==> src/rtl/l1_dcache_pkg.sv <==
// l1_dcache_pkg: shared state encodings and default geometry for the L1 data cache.
package l1_dcache_pkg;
    typedef enum logic [1:0] {DC_IDLE, DC_REFILL, DC_WRITE} dc_state_e;
    localparam int DC_SETS = 16;
    localparam int DC_WORDS = 4;
    localparam int DC_MEM_LAT = 2;
endpackage

==> src/rtl/l1_dcache_array.sv <==
// l1_dcache_array: tag/valid/data storage, one line read combinationally per cycle.
module l1_dcache_array
    import l1_dcache_pkg::*;
#(
    parameter int SETS = DC_SETS,
    parameter int WORDS = DC_WORDS,
    localparam int IB = $clog2(SETS),
    localparam int OB = $clog2(WORDS),
    localparam int TW = 12 - IB - OB
) (
    input  logic                   clock,
    input  logic                   reset,
    input  logic [IB-1:0]          index,
    output logic                   rd_valid,
    output logic [TW-1:0]          rd_tag,
    output logic [WORDS-1:0][31:0] rd_line,
    input  logic                   word_we,
    input  logic [OB-1:0]          word_off,
    input  logic [31:0]            word_data,
    input  logic                   line_we,
    input  logic [TW-1:0]          line_tag
);
    logic [SETS-1:0]          valid;
    logic [TW-1:0]            tags [SETS];
    logic [WORDS-1:0][31:0]   data [SETS];
    always_ff @(posedge clock or negedge reset) begin
        if (!reset) valid <= '0;
        else if (line_we) valid[index] <= 1'b1;
    end
    always_ff @(posedge clock) begin
        if (word_we) data[index][word_off] <= word_data;
        if (line_we) tags[index] <= line_tag;
    end
    assign rd_valid = valid[index];
    assign rd_tag = tags[index];
    assign rd_line = data[index];
endmodule

==> src/rtl/l1_dcache.sv <==
// l1_dcache: direct-mapped write-through no-write-allocate L1 data cache with word-serial refill.
module l1_dcache
    import l1_dcache_pkg::*;
#(
    parameter int SETS = DC_SETS,
    parameter int WORDS = DC_WORDS,
    parameter int MEM_LAT = DC_MEM_LAT
) (
    input  logic        clock,
    input  logic        reset,
    input  logic        cpu_ren,
    input  logic        cpu_wen,
    input  logic [31:0] cpu_addr,
    input  logic [31:0] cpu_din,
    output logic [31:0] cpu_dout,
    output logic        cpu_stall,
    output logic        mem_ren,
    output logic        mem_wen,
    output logic [31:0] mem_addr,
    output logic [31:0] mem_din,
    input  logic [31:0] mem_dout
);
    localparam int IB = $clog2(SETS);
    localparam int OB = $clog2(WORDS);
    localparam int TW = 12 - IB - OB;
    localparam int LW = MEM_LAT > 1 ? $clog2(MEM_LAT) : 1;
    dc_state_e state, state_n;
    logic [OB-1:0] word_cnt, word_n, word_off;
    logic [LW-1:0] lat_cnt, lat_n;
    logic [OB-1:0] offset;
    logic [IB-1:0] index;
    logic [TW-1:0] tag, rd_tag;
    logic rd_valid, hit, lat_last, word_we, line_we;
    logic [WORDS-1:0][31:0] rd_line;
    logic [31:0] word_data;
    assign offset = cpu_addr[OB-1:0];
    assign index = cpu_addr[OB+IB-1:OB];
    assign tag = cpu_addr[11:OB+IB];
    assign hit = rd_valid && rd_tag == tag;
    assign lat_last = lat_cnt == LW'(MEM_LAT - 1);
    l1_dcache_array #(.SETS(SETS), .WORDS(WORDS)) u_array (
        .clock(clock), .reset(reset), .index(index),
        .rd_valid(rd_valid), .rd_tag(rd_tag), .rd_line(rd_line),
        .word_we(word_we), .word_off(word_off), .word_data(word_data),
        .line_we(line_we), .line_tag(tag)
    );
    always_ff @(posedge clock or negedge reset) begin
        if (!reset) begin
            state <= DC_IDLE;
            word_cnt <= '0;
            lat_cnt <= '0;
        end else begin
            state <= state_n;
            word_cnt <= word_n;
            lat_cnt <= lat_n;
        end
    end
    always_comb begin
        state_n = state;
        word_n = word_cnt;
        lat_n = lat_cnt;
        cpu_stall = 1'b0;
        cpu_dout = '0;
        mem_ren = 1'b0;
        mem_wen = 1'b0;
        mem_addr = '0;
        mem_din = '0;
        word_we = 1'b0;
        word_off = offset;
        word_data = cpu_din;
        line_we = 1'b0;
        case (state)
            DC_IDLE: if (cpu_ren ^ cpu_wen) begin
                cpu_stall = 1'b1;
                word_n = '0;
                lat_n = '0;
                if (cpu_wen) begin
                    state_n = DC_WRITE;
                    word_we = hit;
                end else if (hit) begin
                    cpu_stall = 1'b0;
                    cpu_dout = rd_line[offset];
                end else state_n = DC_REFILL;
            end
            DC_REFILL: begin
                cpu_stall = 1'b1;
                mem_ren = 1'b1;
                mem_addr = 32'({tag, index, word_cnt});
                word_off = word_cnt;
                word_data = mem_dout;
                lat_n = lat_last ? '0 : lat_cnt + LW'(1);
                if (lat_last) begin
                    word_we = 1'b1;
                    word_n = word_cnt + OB'(1);
                    // the final word completes the line, so it becomes valid on the same edge
                    if (word_cnt == OB'(WORDS - 1)) begin
                        line_we = 1'b1;
                        state_n = DC_IDLE;
                    end
                end
            end
            DC_WRITE: begin
                mem_wen = 1'b1;
                mem_addr = cpu_addr;
                mem_din = cpu_din;
                cpu_stall = !lat_last;
                lat_n = lat_last ? '0 : lat_cnt + LW'(1);
                state_n = lat_last ? DC_IDLE : DC_WRITE;
            end
            default: state_n = DC_IDLE;
        endcase
        if (!reset) begin
            cpu_stall = 1'b0;
            cpu_dout = '0;
            word_we = 1'b0;
        end
    end
`ifndef SYNTHESIS
    always_ff @(posedge clock) begin
        if (reset && state == DC_IDLE && cpu_ren && cpu_wen)
            $display("l1_dcache error: simultaneous load and store at %h ignored", cpu_addr);
        if (reset && (cpu_ren || cpu_wen) && cpu_addr[31:12] != '0)
            $display("l1_dcache warning: address %h exceeds 12-bit word space", cpu_addr);
    end
`endif
endmodule

==> config.mk <==
export PLATFORM = sky130hd
export DESIGN_NAME = l1_dcache
export DESIGN_NICKNAME = d
export VERILOG_FILES = /design/src/rtl/l1_dcache_pkg.sv /design/src/rtl/l1_dcache_array.sv /design/src/rtl/l1_dcache.sv
export SDC_FILE = /design/constraint.sdc
export NUM_CORES = 2
export LEC_CHECK = 0
export CAP_MARGIN = 10
export CORE_ASPECT_RATIO = 0.9
export CORE_UTILIZATION = 55
export DETAILED_ROUTE_END_ITERATION = 10
export PLACE_DENSITY = 0.72
export SLEW_MARGIN = 20
export SYNTH_ARGS = -nofsm -noshare
export SYNTH_HDL_FRONTEND = slang
export SYNTH_SLANG_ARGS = --single-unit
==> constraint.sdc <==
create_clock -name clock -period 13.9 [get_ports clock]
set_input_delay 2.085 -clock clock [delete_from_list [all_inputs] [get_ports clock]]
set_output_delay 2.085 -clock clock [all_outputs]
set_load 0.05 [all_outputs]
# Yosys cells after proc, flatten, opt, wreduce, memory -nomap -nowiden
# Memory sizes are Yosys's and may differ from the RTL's.
# Index checks and enable logic that the tools add are counted.
[word_totals]
ff_bits = 21
ramBits = 2144
input_bits = 100
output_inout_bits = 99
word_cells = 83
memories = 2
[classes]
add_sub_neg = 2
n_lt_le_gt_ge = 5
eq_ne = 8
mux = 49
bitwise_logic = 2
reduce_logical = 11
[mem_list]
columns = ["name", "depth", "width", "rd", "rd_ports_with_merged_regs", "write_ports", "line_no", "text"]
rows = [
  ["u_array.data", 16, 128, 1, 0, 1, "l1_dcache_array.sv:25", "logic [WORDS-1:0][31:0] data [SETS];"],
  ["u_array.tags", 16, 6, 1, 0, 1, "l1_dcache_array.sv:24", "logic [TW-1:0] tags [SETS];"],
]
[ops]
columns = ["operator", "count"]
rows = [
  ["$mux W32", 9],
  ["$mux W128", 1],
  ["$bmux W32 S2", 1],
  ["$demux W32 S2", 1],
  ["$pmux W32 S2", 1],
  ["$mux W1", 20],
  ["$mux W2", 9],
  ["$or A16 B16 Y16", 1],
  ["$eq A6 B6 Y1", 1],
  ["$lt A2 B3 Y1 const B", 2],
  ["$ne A2 B2 Y1 const B", 3],
  ["$pmux W2 S3", 1],
  ["$lt A4 B5 Y1 const B", 1],
  ["$bmux W1 S4", 1],
  ["$demux W1 S4", 1],
  ["$eq A2 B2 Y1 const B", 2],
  ["$ge A4 B1 Y1 const B", 1],
  ["$pmux W1 S2", 2],
  ["$pmux W2 S2", 1],
  ["$reduce_and A4 Y1", 1],
  ["$reduce_bool A2 Y1", 2],
  ["$logic_and A1 B1 Y1", 3],
  ["$ne A3 B3 Y1 const B", 1],
  ["$pmux W1 S3", 1],
  ["other kinds (10)", 10],
]

# Depth between registers and ports, before layout
[depth]
depth_word = 9
ltp_mapped = 12
depth_no_buf = 7

# By module
# From an unflattened synthesis, not the netlist that was laid out.
[hier_totals]
hier_cells = 3671
hier_area_um2 = 83373.7
[modules_own_cells]
columns = ["module", "n_inst", "cells_per_inst", "area_per_inst_um2", "seq_area_each_um2"]
rows = [
  ["l1_dcache_array", 1, 3420, 80957.6, 64782.1],
  ["l1_dcache", 1, 251, 2416.1, 125.1],
]

# Worst setup path before layout
# No wires, ideal clock.
[synth_path]
path_kind = "input to register"
startpoint = "input cpu_addr[2]"
endpoint = "memory u_array.data[4][0] (netlist name), enable pin"
setup_ns = 0.501
arrival_ns = 7.194
required_ns = 13.399
setup_slack_ns = 6.205
path_stages = 11
n_path_buf = 4
cell_sequence = "buf_6 > buf_6 > buf_6 > mux4_2 > and2_1 > nor3_1 > o221ai_1 > nand2_1 > a32oi_4 > buf_6 > nor4_1"
[synth_between]
elab_chain_cells = 9
word_cells_on_any_way = 11
classes_between = "eq/ne (1); mux (8); reduce/logical (1); memory (1)"
[synth_rtl]
columns = ["item", "line_no", "text"]
rows = [
  ["start: declaration", "l1_dcache.sv:13", "input logic [31:0] cpu_addr,"],
  ["$mem_v2 Z16 W6 / $bmux W1 S4 (equally long branches)", "--", ""],
  ["$eq A6 B6 Y1 / $mux W1 (equally long branches)", "l1_dcache.sv:39, l1_dcache_array.sv:34", ""],
  ["$logic_and A1 B1 Y1", "l1_dcache.sv:39", "assign hit = rd_valid && rd_tag == tag;"],
  ["$mux W1", "l1_dcache.sv:77", "if (cpu_wen) begin"],
  ["$mux W1", "l1_dcache.sv:73", "DC_IDLE: if (cpu_ren ^ cpu_wen) begin"],
  ["$pmux W1 S2", "l1_dcache.sv:72", "case (state)"],
  ["$mux W1", "l1_dcache.sv:112", "if (!reset) begin"],
  ["$mux W1", "l1_dcache_array.sv:31", "if (word_we) data[index][word_off] <= word_data;"],
  ["$mux W128 (not written as such)", "l1_dcache_array.sv:31", ""],
  ["end: declaration", "l1_dcache_array.sv:25", ""],
]
# Several ways; a longest one is shown, not always the timed one. The select of a mux whose other input is x is not followed.

# Worst setup path in the final report
[layout_path]
startpoint = "input cpu_addr[2]"
endpoint = "output cpu_dout[22]"
[layout_between]
elab_chain_cells = 8
word_cells_on_any_way = 13
classes_between = "eq/ne (1); mux (9); reduce/logical (1); memory (2)"
[layout_rtl]
columns = ["item", "line_no", "text"]
rows = [
  ["$mem_v2 Z16 W128 (tied with other cells)", "--", ""],
  ["$bmux W32 S2 (tied with other cells)", "l1_dcache.sv:82", "cpu_dout = rd_line[offset];"],
  ["$mux W32 (not written as such) / $logic_and A1 B1 Y1 (equally long branches)", "l1_dcache.sv:82, l1_dcache.sv:39", ""],
  ["$mux W32 *", "l1_dcache.sv:80", "end else if (hit) begin"],
  ["$mux W32 *", "l1_dcache.sv:77", ""],
  ["$mux W32 *", "l1_dcache.sv:73", ""],
  ["$mux W32 *", "l1_dcache.sv:72", ""],
  ["$mux W32 *", "l1_dcache.sv:112", ""],
  ["end: declaration", "l1_dcache.sv:15", "output logic [31:0] cpu_dout,"],
]
# Every way passes the cells marked *; elsewhere a longest branch is shown, timed or not. The select of a mux whose other input is x is not followed.

==> results_dict.tcl <==
set metrics [dict create \
    outcome "completed" \
    cts_max_level 4 \
    async_flop_share_pct 0.9700 \
    ys_seq_area_share_pct 77.21 \
    holdCritStartpoint "u_array.valid[6]$_DFFE_PN0P_" \
    via_per_inst 6.777 \
    period_share_pct 67.60 \
    cts_hold_buf 0 \
    ctsResizeCount 0 \
    worstPathMaxFanout 86 \
    cp.required_ns 11.81 \
    antenna_found_initial 22 \
    vdd_drop_max_mv 0.1234 \
    cts_buffers 204 \
    cts_num_sinks 2165 \
    slew_violations 0 \
    drt-total-wl_um 213100 \
    wl_per_cell_um 36.03 \
    fp.dieH_um 372.9 \
    cts_tree "yes" \
    ant_nets 0 \
    cts-root-buf "clkbuf_16" \
    hpwl_um 108000 \
    drc_errors 0 \
    min_path_cells 1 \
    tightest_slew_ns 1.098 \
    post-route-min-period_ns 9.396 \
    synth_ff_type "edfxtp_1" \
    rsz0062_at_grt "no" \
    synth.most_common_cell "edfxtp_1" \
    drt_pass1_iterations 6 \
    synth_top_area_share_pct 76.59 \
    grt_pass1_wl_um 298400 \
    die_w_um 414.1 \
    gp_congestion 0.8343 \
    crit_type "in2out" \
    synth_seq_cells 2165 \
    num_vias 40080 \
    drive_above_1_share_pct 30.89 \
    clkPwrFrac_pct 37.1 \
    crit_path_start "cpu_addr[2]" \
    p_total_w 0.01435 \
    cellLeakagePower_nw 29.54 \
    core_area_mm2 0.1512 \
    overflow 0 \
    grt_pass1_vias 39720 \
    syn_nets 3531 \
    dieArea_mm2 0.1544 \
    postSynthCellCount 3426 \
    final_core_util_pct 63.03 \
    start_util_pct 55.61 \
    setup_viol 0 \
    numPortBuffers 198 \
    fp-row-count 135 \
    synthTopCellsByArea "edfxtp_1 (77%), mux4_2 (19%), dfrtp_1 (0.63%)" \
    avgSynthCellArea_um2 24.54 \
    r2r_start "u_array.tags[5][0]$_DFFE_PP_" \
    clk_latency_ns 0.84 \
    area_growth_pct 13.36 \
    synth_edf_count 2144 \
    arrival_ns 7.31 \
    cts_buffer_depth 3 \
    p_int_w 0.01094 \
    grt_max_degree 137 \
    switching_share_pct 23.75 \
    drtIter0Drc 6231 \
    synthTopCellsByCount "edfxtp_1 (2144), mux4_2 (694), clkbuf_1 (102), and2_1 (47), buf_4 (47)" \
    whs_ns 0.4608 \
    boundaryPins 199 \
    synth_area_mm2 0.08406 \
    ys_types 46 \
    synth_top_area_cell "edfxtp_1" \
    p_per_area_mw_per_mm2 150.6 \
    p_sw_w 0.003408 \
    pwr-share-comb_pct 10.6 \
    grt_usage_pct 27.77 \
    timing.rr.end "u_array.data[4][59]$_DFFE_PP_" \
    hold_violations 0 \
    relSlewSlack_pct 26.80 \
    postCtsSetupBuffers 0 \
    ff2ff_setup_slack_ns 9.27 \
    reg2regPathDepth 9 \
    finalSetupTns_ns 0 \
    critPathLaunchType "primary input" \
    max_clock_freq_mhz 106.4 \
    min_to "u_array.valid[6]$_DFFE_PN0P_" \
    drv_cap 0 \
    endpoint_kind "primary output" \
    skew_ns 0.04014 \
    seq_power_share_pct 52.4 \
    clk_pin_slew_worst_paths_ns 0.06 \
    synth_warnings 0 \
    final_nets 3868 \
    hp-class "reg2reg" \
]
## kinds of logic after synthesis
| group | share of synthesized area (%) |
|---|---|
| xor+xnor | 0.04167 |
| fa+ha+maj | 0.07442 |
| compound gates | 0.3766 |
| simple gates | 1.780 |
| mux | 19.28 |
| buf+inv | 1.231 |
| flops | 77.21 |
## worst max path at each step
stage                                   end  slack [ns]  cells after the start
2_1_floorplan  u_array.data[4][0]$_DFFE_PP_        6.20                     11
3_3_place_gp                   cpu_dout[31]        4.35                      8
3_5_place_dp                   cpu_dout[31]        4.33                      8
4_1_cts                        cpu_dout[31]        4.33                      8
5_1_grt                        cpu_dout[22]        4.20                      8
6_report                       cpu_dout[22]        4.50                      8
## area by class of cell
type | instances | area, µm²
clock inverter | 101 | 914.6
antenna | 1 | 2.502
fill | 9594 | 55880
inverter | 6 | 22.52
tap | 1986 | 2485
multi-input combinational | 1062 | 18540
timing repair buffer | 324 | 3002
clock buffer | 269 | 5423
sequential | 2165 | 64910
## power by group through the flow
stage                     logic (W)  registers, W  clock network, W
final                       0.00151       0.00752           0.00532
after global routing        0.00158       0.00751           0.00561
after CTS                   0.00149       0.00752           0.00536
after detailed placement    0.00149       0.00766                 0
after global placement      0.00146       0.00766                 0
after floorplan            0.000913       0.00765                 0
## sequential cells by signal (all words and copies together) (netlist names)
signal,count
lat_cnt,1
state,2
u_array.data,2048
u_array.tags,96
u_array.valid,16
word_cnt,2
## routing by layer
layer | track usage, % | vias up | share of wire (%)
li1 | - | 15490 | -
met1 | 39.17 | 21380 | 37
met2 | 43.76 | 2778 | 48
met3 | 6.467 | 416 | 12
met4 | 8.438 | 14 | 3.2
met5 | 0 | - | 0.058
## metrics by stage
stage,setup WS (ns),cells,instance area (µm²)
after detailed placement,4.334,5542,88870
after CTS,4.332,5912,95210
after floorplan,6.205,3426,84060
after global routing,4.200,5913,95290
after global placement,4.352,5542,88870
final,4.504,5914,95290
## worst max-delay path: stages
cell	delay, ns
buf_8	0.67
buf_4	0.77
buf_4	0.81
mux4_2	0.62
mux4_2	0.57
mux4_2	0.60
nor2b_1	0.18
clkdlybuf4s50_1	0.73
## cells in the final DEF (no fill, tap or decap), types with 6 or more instances in the layout
cell type	count
edfxtp_1	2144
nor2_1	23
nor2b_1	43
clkbuf_16	207
and2_1	47
clkinv_1	44
mux4_2	694
and3_1	27
bufinv_16	13
clkinv_2	32
dfrtp_1	21
clkbuf_1	61
nand2_1	24
buf_4	122
mux2_4	11
nor3_2	44
or2_2	17
clkdlybuf4s50_1	192
mux2i_1	22
clkinv_8	7
a22oi_1	10
inv_1	6
nand3_1	10
nor4_2	17
mux2_2	21
(Power assumes the default switching activity.)
